### src/rtl/keypad_scanner.sv
// keypad_scanner: scans a 4x4 active-low matrix keypad and debounces across whole frames.
// Latency: press accepted DEBOUNCE_SCANS frames after first sighting; frame = 4*SCAN_DIV clk cycles.
// Backpressure: none; key_valid is a single-cycle pulse that the consumer must take when it occurs.
//
// Ports:
//   clk        system clock
//   rst        synchronous reset, active-high
//   col_in     keypad columns, active-low, asynchronous to clk (synchronized internally)
//   row_out    row drive, active-low one-hot, registered
//   key_code   last accepted key {row_idx, col_idx}
//   key_valid  one-cycle pulse when a press is accepted
//   key_held   high while the accepted key is considered down
module keypad_scanner #(
    parameter int SCAN_DIV       = 4096,
    parameter int DEBOUNCE_SCANS = 3
) (
    input  logic       clk,
    input  logic       rst,
    input  logic [3:0] col_in,
    output logic [3:0] row_out,
    output logic [3:0] key_code,
    output logic       key_valid,
    output logic       key_held
);

    localparam int DIV_W = $clog2(SCAN_DIV);
    localparam int DEB_W = $clog2(DEBOUNCE_SCANS + 1);
    localparam logic [DIV_W-1:0] DIV_MAX = DIV_W'(SCAN_DIV - 1);
    localparam logic [DEB_W-1:0] DEB_MAX = DEB_W'(DEBOUNCE_SCANS);

    typedef enum logic [1:0] {
        IDLE     = 2'd0,
        DEBOUNCE = 2'd1,
        PRESSED  = 2'd2,
        RELEASE  = 2'd3
    } state_t;

    // Column synchronizer
    logic [3:0] r_col_meta;
    logic [3:0] r_col_sync;

    // Prescaler and row pointer
    logic [DIV_W-1:0] r_div_cnt;
    logic [1:0]       r_row_idx;

    // Frame accumulator: r_acc_cnt saturates at 2 meaning "two or more keys"
    logic [1:0] r_acc_cnt;
    logic [3:0] r_acc_key;

    // Debounce state
    state_t           r_state;
    logic [DEB_W-1:0] r_deb_cnt;
    logic [3:0]       r_cand;

    logic       w_tick;
    logic       w_frame_end;
    logic [3:0] w_row_low;
    logic [2:0] w_row_cnt;
    logic [1:0] w_row_col;
    logic [2:0] w_sum;
    logic [1:0] w_frame_cnt;
    logic [3:0] w_frame_key;
    logic       w_none;
    logic       w_single;

    assign w_tick      = (r_div_cnt == DIV_MAX);
    assign w_frame_end = w_tick && (r_row_idx == 2'd3);
    assign w_row_low   = ~r_col_sync;

    // Per-row popcount and column index; the index only matters when exactly one bit is set.
    always_comb begin
        w_row_cnt = 3'd0;
        w_row_col = 2'd0;
        for (int c = 3; c >= 0; c--) begin
            if (w_row_low[c]) begin
                w_row_cnt = w_row_cnt + 3'd1;
                w_row_col = 2'(c);
            end
        end
    end

    // Merge this row's sample into the frame so the frame-end decision includes the final row.
    always_comb begin
        w_sum       = {1'b0, r_acc_cnt} + w_row_cnt;
        w_frame_cnt = (w_sum >= 3'd2) ? 2'd2 : w_sum[1:0];
        w_frame_key = (r_acc_cnt == 2'd0) ? {r_row_idx, w_row_col} : r_acc_key;
    end

    assign w_none   = (w_frame_cnt == 2'd0);
    assign w_single = (w_frame_cnt == 2'd1);

    always_ff @(posedge clk) begin
        if (rst) begin
            r_col_meta <= 4'hF;
            r_col_sync <= 4'hF;
        end else begin
            r_col_meta <= col_in;
            r_col_sync <= r_col_meta;
        end
    end

    // Row drive changes on the sampling edge, leaving the rest of the slot for settling
    // plus the two synchronizer stages.
    always_ff @(posedge clk) begin
        if (rst) begin
            r_div_cnt <= '0;
            r_row_idx <= 2'd0;
            row_out   <= 4'b1110;
        end else begin
            if (w_tick) begin
                r_div_cnt <= '0;
                r_row_idx <= r_row_idx + 2'd1;
                row_out   <= ~(4'b0001 << (r_row_idx + 2'd1));
            end else begin
                r_div_cnt <= r_div_cnt + DIV_W'(1);
            end
        end
    end

    always_ff @(posedge clk) begin
        if (rst) begin
            r_acc_cnt <= 2'd0;
            r_acc_key <= 4'd0;
        end else if (w_tick) begin
            if (w_frame_end) begin
                r_acc_cnt <= 2'd0;
                r_acc_key <= 4'd0;
            end else begin
                r_acc_cnt <= w_frame_cnt;
                r_acc_key <= w_frame_key;
            end
        end
    end

    // Debounce FSM; advances only on frame-end edges. key_valid defaults low every cycle.
    always_ff @(posedge clk) begin
        if (rst) begin
            r_state   <= IDLE;
            r_deb_cnt <= '0;
            r_cand    <= 4'd0;
            key_code  <= 4'd0;
            key_valid <= 1'b0;
            key_held  <= 1'b0;
        end else begin
            key_valid <= 1'b0;
            if (w_frame_end) begin
                case (r_state)
                    IDLE: begin
                        if (w_single) begin
                            r_cand    <= w_frame_key;
                            r_deb_cnt <= DEB_W'(1);
                            r_state   <= DEBOUNCE;
                        end
                    end
                    DEBOUNCE: begin
                        if (w_single && (w_frame_key == r_cand)) begin
                            if (r_deb_cnt + DEB_W'(1) >= DEB_MAX) begin
                                r_deb_cnt <= DEB_MAX;
                                r_state   <= PRESSED;
                                key_code  <= r_cand;
                                key_held  <= 1'b1;
                                key_valid <= 1'b1;
                            end else begin
                                r_deb_cnt <= r_deb_cnt + DEB_W'(1);
                            end
                        end else if (w_single) begin
                            r_cand    <= w_frame_key;
                            r_deb_cnt <= DEB_W'(1);
                        end else begin
                            r_state <= IDLE;
                        end
                    end
                    PRESSED: begin
                        // Ghosting or another key while held is ignored; only a clean NONE starts release.
                        if (w_none) begin
                            r_deb_cnt <= DEB_W'(1);
                            r_state   <= RELEASE;
                        end
                    end
                    RELEASE: begin
                        if (w_none) begin
                            if (r_deb_cnt + DEB_W'(1) >= DEB_MAX) begin
                                r_deb_cnt <= DEB_MAX;
                                r_state   <= IDLE;
                                key_held  <= 1'b0;
                            end else begin
                                r_deb_cnt <= r_deb_cnt + DEB_W'(1);
                            end
                        end else begin
                            r_state <= PRESSED;
                        end
                    end
                    default: r_state <= IDLE;
                endcase
            end
        end
    end

endmodule

### config.mk
export PLATFORM = sky130hd
export DESIGN_NAME = keypad_scanner
export DESIGN_NICKNAME = d
export VERILOG_FILES = /design/src/rtl/keypad_scanner.sv
export SDC_FILE = /design/constraint.sdc
export NUM_CORES = 1
export LEC_CHECK = 0
export BUFFER_PORTS_ARGS = -buffer_cell sky130_fd_sc_hd__clkbuf_2
export CORE_MARGIN = 2
export CORE_UTILIZATION = 40
export CTS_CLUSTER_SIZE = 20
export DETAILED_ROUTE_END_ITERATION = 10
export PLACE_DENSITY = 0.57
export SYNTH_ARGS = -nofsm -noshare
export SYNTH_HDL_FRONTEND = slang
export SYNTH_SLANG_ARGS = --single-unit
export TNS_END_PERCENT = 50
### constraint.sdc
create_clock -name clk -period 5.6 [get_ports clk]
set_clock_uncertainty 0.1 [all_clocks]
set_input_delay 0.84 -clock clk [delete_from_list [all_inputs] [get_ports clk]]
set_output_delay 0.84 -clock clk [all_outputs]
set_load 0.005 [all_outputs]
---- Word level (Yosys, flattened, before mapping) ----
Index checks and enable logic that the tools add are counted.
word-level totals
  logic and storage cells ................. 94
  register bits ........................... 46
  latch bits .............................. 0
  memories kept ........................... 0
  bits in read-only memories .............. 0
  output and inout bits ................... 10
  memory bits (writable) .................. 0
cells by class
  magnitude comparators ................... 2
  $mul .................................... 0
  equal/unequal tests ..................... 17
  bitwise logic cells ..................... 5
  multiplexer cells ....................... 35
  add/subtract/negate cells ............... 7
  div/mod/pow operators ................... 0
  reduce and logical (&&, ||, !) cells .... 14
  shift-type cells ........................ 1
operators by type and width
  operator                                                           number
  2-bit two-way mux                                                  18
  4-bit two-way mux                                                  4
  2-bit one-hot mux with 4 select lines                              2
  2-bit inequality test, second input constant                       7
  12-bit by 1-bit adder with 12-bit output, second input constant    1
  12-bit == test, second input constant                              1
  6-bit AND reduction                                                2
  3-bit by 1-bit adder with 3-bit output, second input constant      3
  3-bit two-way mux                                                  3
  3-bit inequality test, second input constant                       3
  4-bit inverter                                                     2
  4-bit one-hot mux with 2 select lines                              1
  2-bit == test, second input constant                               3
  2-bit logical NOT                                                  3
  1-bit two-way mux                                                  6
  3-bit AND reduction                                                2
  2-bit by 1-bit adder with 2-bit output, second input constant      2
  2-bit by 1-bit == test with 1-bit output, second input constant    2
  4-bit == test                                                      1
  4-bit AND reduction                                                1
  2-bit nonzero test                                                 2
  4-bit OR reduction                                                 1
  1-bit by 2-bit << shifter with 4-bit output, first input constant  1
  2-bit by 3-bit adder with 3-bit output                             1
  other kinds (6)                                                    9

---- Longest topological paths before layout ----
  depth after elaboration ................. 15
  gate-level depth with buffers ........... 12
  depth with buffers taken out ............ 12

---- Worst setup path before layout ----
Ideal clock, no wire load.
  path type ............................... reg-to-reg
  start ................................... register r_col_sync[2]
  end ..................................... register r_deb_cnt[0]
  required time ........................... 5.363 ns
  period minus slack after synthesis ...... 3.495 ns
  cell stages (with the launch flop) ...... 12
  setup slack ............................. 2.105 ns
  arrival time ............................ 3.258 ns
  library setup time ...................... 0.137 ns
  cells stage by stage .................... dfxtp_1 > inv_1 > ha_1 > xnor2_1 > ha_1 > mux2_2 > fa_1 > xnor3_1 > or3_1 > or4_4 > o21ai_1 > a41oi_1
on the way
  longest elaborated chain between the ends .. 13
  elaborated cells between the ends (all ways) .. 23
RTL lines
  item                                                           line  source
  start, declared                                                40    logic [3:0] r_col_sync;
  start signal, assigned                                         98    r_col_sync <= r_col_meta;
  4-bit inverter *                                               68    assign w_row_low = ~r_col_sync;
  3-bit two-way mux                                              75    if (w_row_low[c]) begin
  3-bit by 1-bit adder with 3-bit output                         76    w_row_cnt = w_row_cnt + 3'd1;
  3-bit two-way mux                                              75
  3-bit by 1-bit adder with 3-bit output                         76
  3-bit two-way mux                                              75
  2-bit by 3-bit adder with 3-bit output                         84    w_sum = {1'b0, r_acc_cnt} + w_row_cnt;
  3-bit by 2-bit greater-or-equal comparator with 1-bit output   85    w_frame_cnt = (w_sum >= 3'd2) ? 2'd2 : w_sum[1:0];
  2-bit two-way mux                                              85
  2-bit by 1-bit == test with 1-bit output                       90    assign w_single = (w_frame_cnt == 2'd1);
  2-bit two-way mux / 1-bit logical AND (equally long branches)  --
  2-bit two-way mux                                              156   if (w_single && (w_frame_key == r_cand)) begin
  2-bit one-hot mux with 4 select lines                          147   case (r_state)
  end signal, assigned                                           164   r_deb_cnt <= r_deb_cnt + DEB_W'(1);
  end signal, assigned                                           187   r_deb_cnt <= r_deb_cnt + DEB_W'(1);
  end, declared                                                  52    logic [DEB_W-1:0] r_deb_cnt;
Every way passes the cells marked *; elsewhere a longest branch is shown, timed or not.
A chain may end at the register's enable or synchronous reset.

---- Worst setup path after layout ----
  start ................................... register r_col_sync[2]
  end ..................................... register key_code[2]
on the way
  longest elaborated chain between the ends .. 12
  elaborated cells between the ends (all ways) .. 17
RTL lines
  item                                                          line  source
  4-bit inverter *                                              68
  3-bit two-way mux                                             75
  3-bit by 1-bit adder with 3-bit output                        76
  3-bit two-way mux                                             75
  3-bit by 1-bit adder with 3-bit output                        76
  3-bit two-way mux                                             75
  2-bit by 3-bit adder with 3-bit output                        84
  3-bit by 2-bit greater-or-equal comparator with 1-bit output  85
  2-bit two-way mux                                             85
  2-bit by 1-bit == test with 1-bit output                      90
  1-bit logical AND *                                           156
  4-bit AND reduction (no source line) *                        --
  end signal, assigned                                          160   key_code <= r_cand;
  end, declared                                                 21    output logic [3:0] key_code,
Marked as above.

==> results.txt <==
* Overflow after GRT: 0
- The initialized floorplan defines 27 standard-cell rows.
- Startpoint Class: flip-flop
* Synth Flop Type: sky130_fd_sc_hd__dfxtp_1
- The worst pin sits at a relative slew slack of 0.561.
* Number of global-route vias before repair: approximately 1600
* Proportion of synthesized chip area in sequential cells: 0.417
* Leakage power summed over all cells: between 0.9 and 1 nW
- Number of buffers inserted by hold repair at cts: 0
- The H-tree generated during clock tree synthesis spans 2 levels.
- Total power per unit cell area: around 260 mW/mm2
* Number of enable flip-flop cells after synthesis: 0
- Crit path max fanout: 6
* Number of resized instances in the post-cts repair step: 0
- Number of nets in the finished design: 281
- Clock transition at the registers of the reported paths: roughly 0.090 ns
- Count of filler cells inserted in the layout: 557
- The number of antenna diodes in the final layout is 0.
- WL per Instance: approximately 13 um
- TritonCTS built the clock tree.
* Die Area: ~0.0061 mm2
- The later pin in the worst-skew pair is clocked with a latency of roughly 0.3 ns.
- Number of remaining DRC errors: 0
- Initial core utilization: 0.408
* Total negative slack for setup checks: 0 ns
* Routed Antenna Nets: 0
- Clock tree synthesis found a total of 46 sinks.
- Setup repair after global routing left no endpoint under its margin.
- CTS root buf: sky130_fd_sc_hd__clkbuf_8
- CP most frequent cell: sky130_fd_sc_hd__ha_1
- Number of buffers inserted during clock tree synthesis: 5
- Entering global routing, the biggest net connects 34 pins.
- STA classifies the critical path endpoint as a flip-flop.
- Final slew viol count: 0
- In the layout the commonest cells are 46 x sky130_fd_sc_hd__dfxtp_1, 22 x sky130_fd_sc_hd__nor2_1, 17 x sky130_fd_sc_hd__nand2_1, 15 x sky130_fd_sc_hd__clkbuf_2, 14 x sky130_fd_sc_hd__a21oi_1.
- Once placement finished, the instance area stood at 0.00235 mm2.
- For this run, global-route usage on met3 was measured as 0.0402.
- Actual transition at the worst max-transition pin: between 0.6 and 0.7 ns
- Timing would allow up to 0.270 GHz.
- The tightest min-delay check is of the flip-flop to flip-flop type.
* GRT Max-Usage Layer: met2
- The detailed router finished its first iteration with 101 violations.
- Total iterations of the first detailed-routing run: 4
- IO buf count: 15
* Slack of the critical path: between 1.5 and 2 ns
- Endpoint required time on the critical path: 5.72 ns
- Longest Clk Path Bufs: 2
- Floorplan die height: around 78 um
- Ordered cell list for the critical path: inv_1 > ha_1 > xnor2_1 > ha_1 > mux2_2 > fa_1 > xnor3_1 > or3_1 > nor4_1 > nand3_1 > a21oi_1
- Share of cells above drive strength 1: 0.168
* Master of the slowest instance on the critical path: sky130_fd_sc_hd__nor4_1
- Number of vias per cell after detailed routing: 5.17
* Detailed placement HPWL: 3.03 mm
- Routability-driven placement finished with a final weighted congestion of about 0.83.
* Total Power: approximately 0.63 mW
- Shortest clock period the worst path allows after layout: roughly 3.7 ns
- Buffers inserted by post-CTS timing repair: 0
* Synth warn: 0
- For met2 alone, demand over resource in global routing was 0.224.
* Cell family contributing the most delay on the critical path: simple AND/OR/NAND/NOR gates
- Total wire length: between 4 and 5 mm
- Die width: just under 80 um
* Total via count in the routed design: about 1700
* Post-Synthesis Cell Area: ~0.0022 mm2
- After synthesis, the mean cell area works out to 9.04 um2.
- Area of the core: ~0.0054 mm2
* Number of primary I/O pins: 16
- After synthesis the netlist holds a flip-flop and latch count of 46.
- Cell area after layout: 0.00247 mm2
- Final count of negative-setup-slack endpoints: 0
- The number of nets in the synthesized netlist is 264.
- Worst-case setup slack after placement: approximately 1.9 ns
* Antenna violations before repair: 0
* Post-Synthesis Cells: about 240
- Worst voltage drop across the vdd grid: approximately 0.00012 V
- For the worst setup path, the data arrival time is 3.82 ns.
- The worst setup path is of the flip-flop to flip-flop kind.
* Buffer and inverter count on the worst path: 1
- Post-synthesis async set-or-reset flop share: 0
- Library cells used by synthesis: 46
* Run status: finished, final reports clean
- Commonest non-fill, non-tap cell in the layout: sky130_fd_sc_hd__dfxtp_1
- Wire length of the first global-routing pass: ~7.5 mm
- Max-cap violations in this run came to 0.
- Relative to the synthesized area, the layout overhead comes to 11.9%.
* Final hold slack: 0.314 ns
* Final hold vios: 0
- In the global route stage, met1 resource usage came out at 0.213.
- Largest stage delay, worst path: approximately 0.47 ns
* Final clock period utilization by the worst path: 0.661
- For this run, the total global-route usage over all layers was measured as 0.153.
final timing paths:
kind,start,cells after the start,slack [ns],endpoint
hold / removal,r_col_meta[3],1,0.31,r_col_sync[3]
setup / recovery,r_col_sync[2],11,1.90,key_code[2]
hold reg to reg,r_col_meta[3],1,0.31,r_col_sync[3]
setup reg to reg,r_col_sync[2],11,1.90,key_code[2]
worst register-to-register path: cells and delay by family, from the launching register on:
| kind | cells | cell delay (ns) |
|---|---|---|
| compound gates | 1 | 0.16 |
| xor+xnor | 2 | 0.69 |
| fa+ha+maj | 3 | 0.96 |
| buf+inv | 1 | 0.06 |
| flops | 1 | 0.39 |
| mux | 1 | 0.27 |
| simple gates | 3 | 0.99 |
through the flow:
stage | cells | util
after floorplan | 244 | -
after global placement | 326 | 0.436
after detailed placement | 326 | 0.436
after CTS | 334 | 0.456
after global routing | 334 | 0.456
final | 334 | 0.456
layer usage:
metal	vias to the layer above	part of all wire
met5	-	0
met2	32	0.42
met1	787	0.52
li1	901	-
met3	8	0.036
met4	0	0.019
registers in the layout, summed over array words and instances, names as in the netlist:
| signal | count |
|---|---|
| r_div_cnt | 12 |
| key_code | 4 |
| r_col_sync | 4 |
| r_deb_cnt | 2 |
| r_cand | 4 |
| r_row_idx | 2 |
| r_col_meta | 4 |
| key_valid | 1 |
| r_state | 2 |
| r_acc_key | 4 |
| row_out | 4 |
| r_acc_cnt | 2 |
| key_held | 1 |
cells by family after synthesis:
group | synth area share
muxes | 0.0187
adders and majority gates | 0.0828
AOI/OAI and AO/OA | 0.145
xor gates and xnor gates | 0.0737
DFF | 0.417
and+or+nand+nor | 0.231
buffers and inverters | 0.0312
synth_stat cells (all sizes together) (2+ instances only):
cell | instances | share of area
a211oi | 4 | 0.018
nand2b | 2 | 0.0057
xor2 | 7 | 0.028
o211ai | 3 | 0.010
a41oi | 2 | 0.0079
a22oi | 3 | 0.010
clkbuf | 5 | 0.0085
nand4 | 6 | 0.017
nor3 | 10 | 0.023
nand2 | 17 | 0.029
nor2 | 23 | 0.040
or4 | 3 | 0.014
xnor2 | 9 | 0.036
nand3 | 8 | 0.018
nand3b | 2 | 0.0068
o21ai | 13 | 0.029
or2 | 9 | 0.026
or3 | 4 | 0.011
nor4 | 2 | 0.0057
o21a | 2 | 0.0068
and3 | 5 | 0.014
inv | 12 | 0.020
dfxtp | 46 | 0.42
a21oi | 14 | 0.032
mux2i | 3 | 0.014
a31oi | 2 | 0.0057
ha | 13 | 0.074
cell type report:
class / count / area, um2 / share of cell area
clock inverter: 3 / 43.8 / 0.0177
tap: 72 / 90.1 / 0.0365
sequential: 46 / 921 / 0.373
multi-input combinational: 180 / 1220 / 0.493
clock buffer: 5 / 68.8 / 0.0279
inverter: 12 / 45.0 / 0.0183
timing repair buffer: 16 / 82.6 / 0.0335
where the power goes:
group | total, mW | leakage [nW] | switching, mW | internal (mW)
Clock | 0.253 | 0.0585 | 0.120 | 0.134
Combinational | 0.0414 | 0.559 | 0.0244 | 0.0170
Sequential | 0.335 | 0.373 | 0.00339 | 0.331
Note: power is estimated with default switching activity, not from simulation.
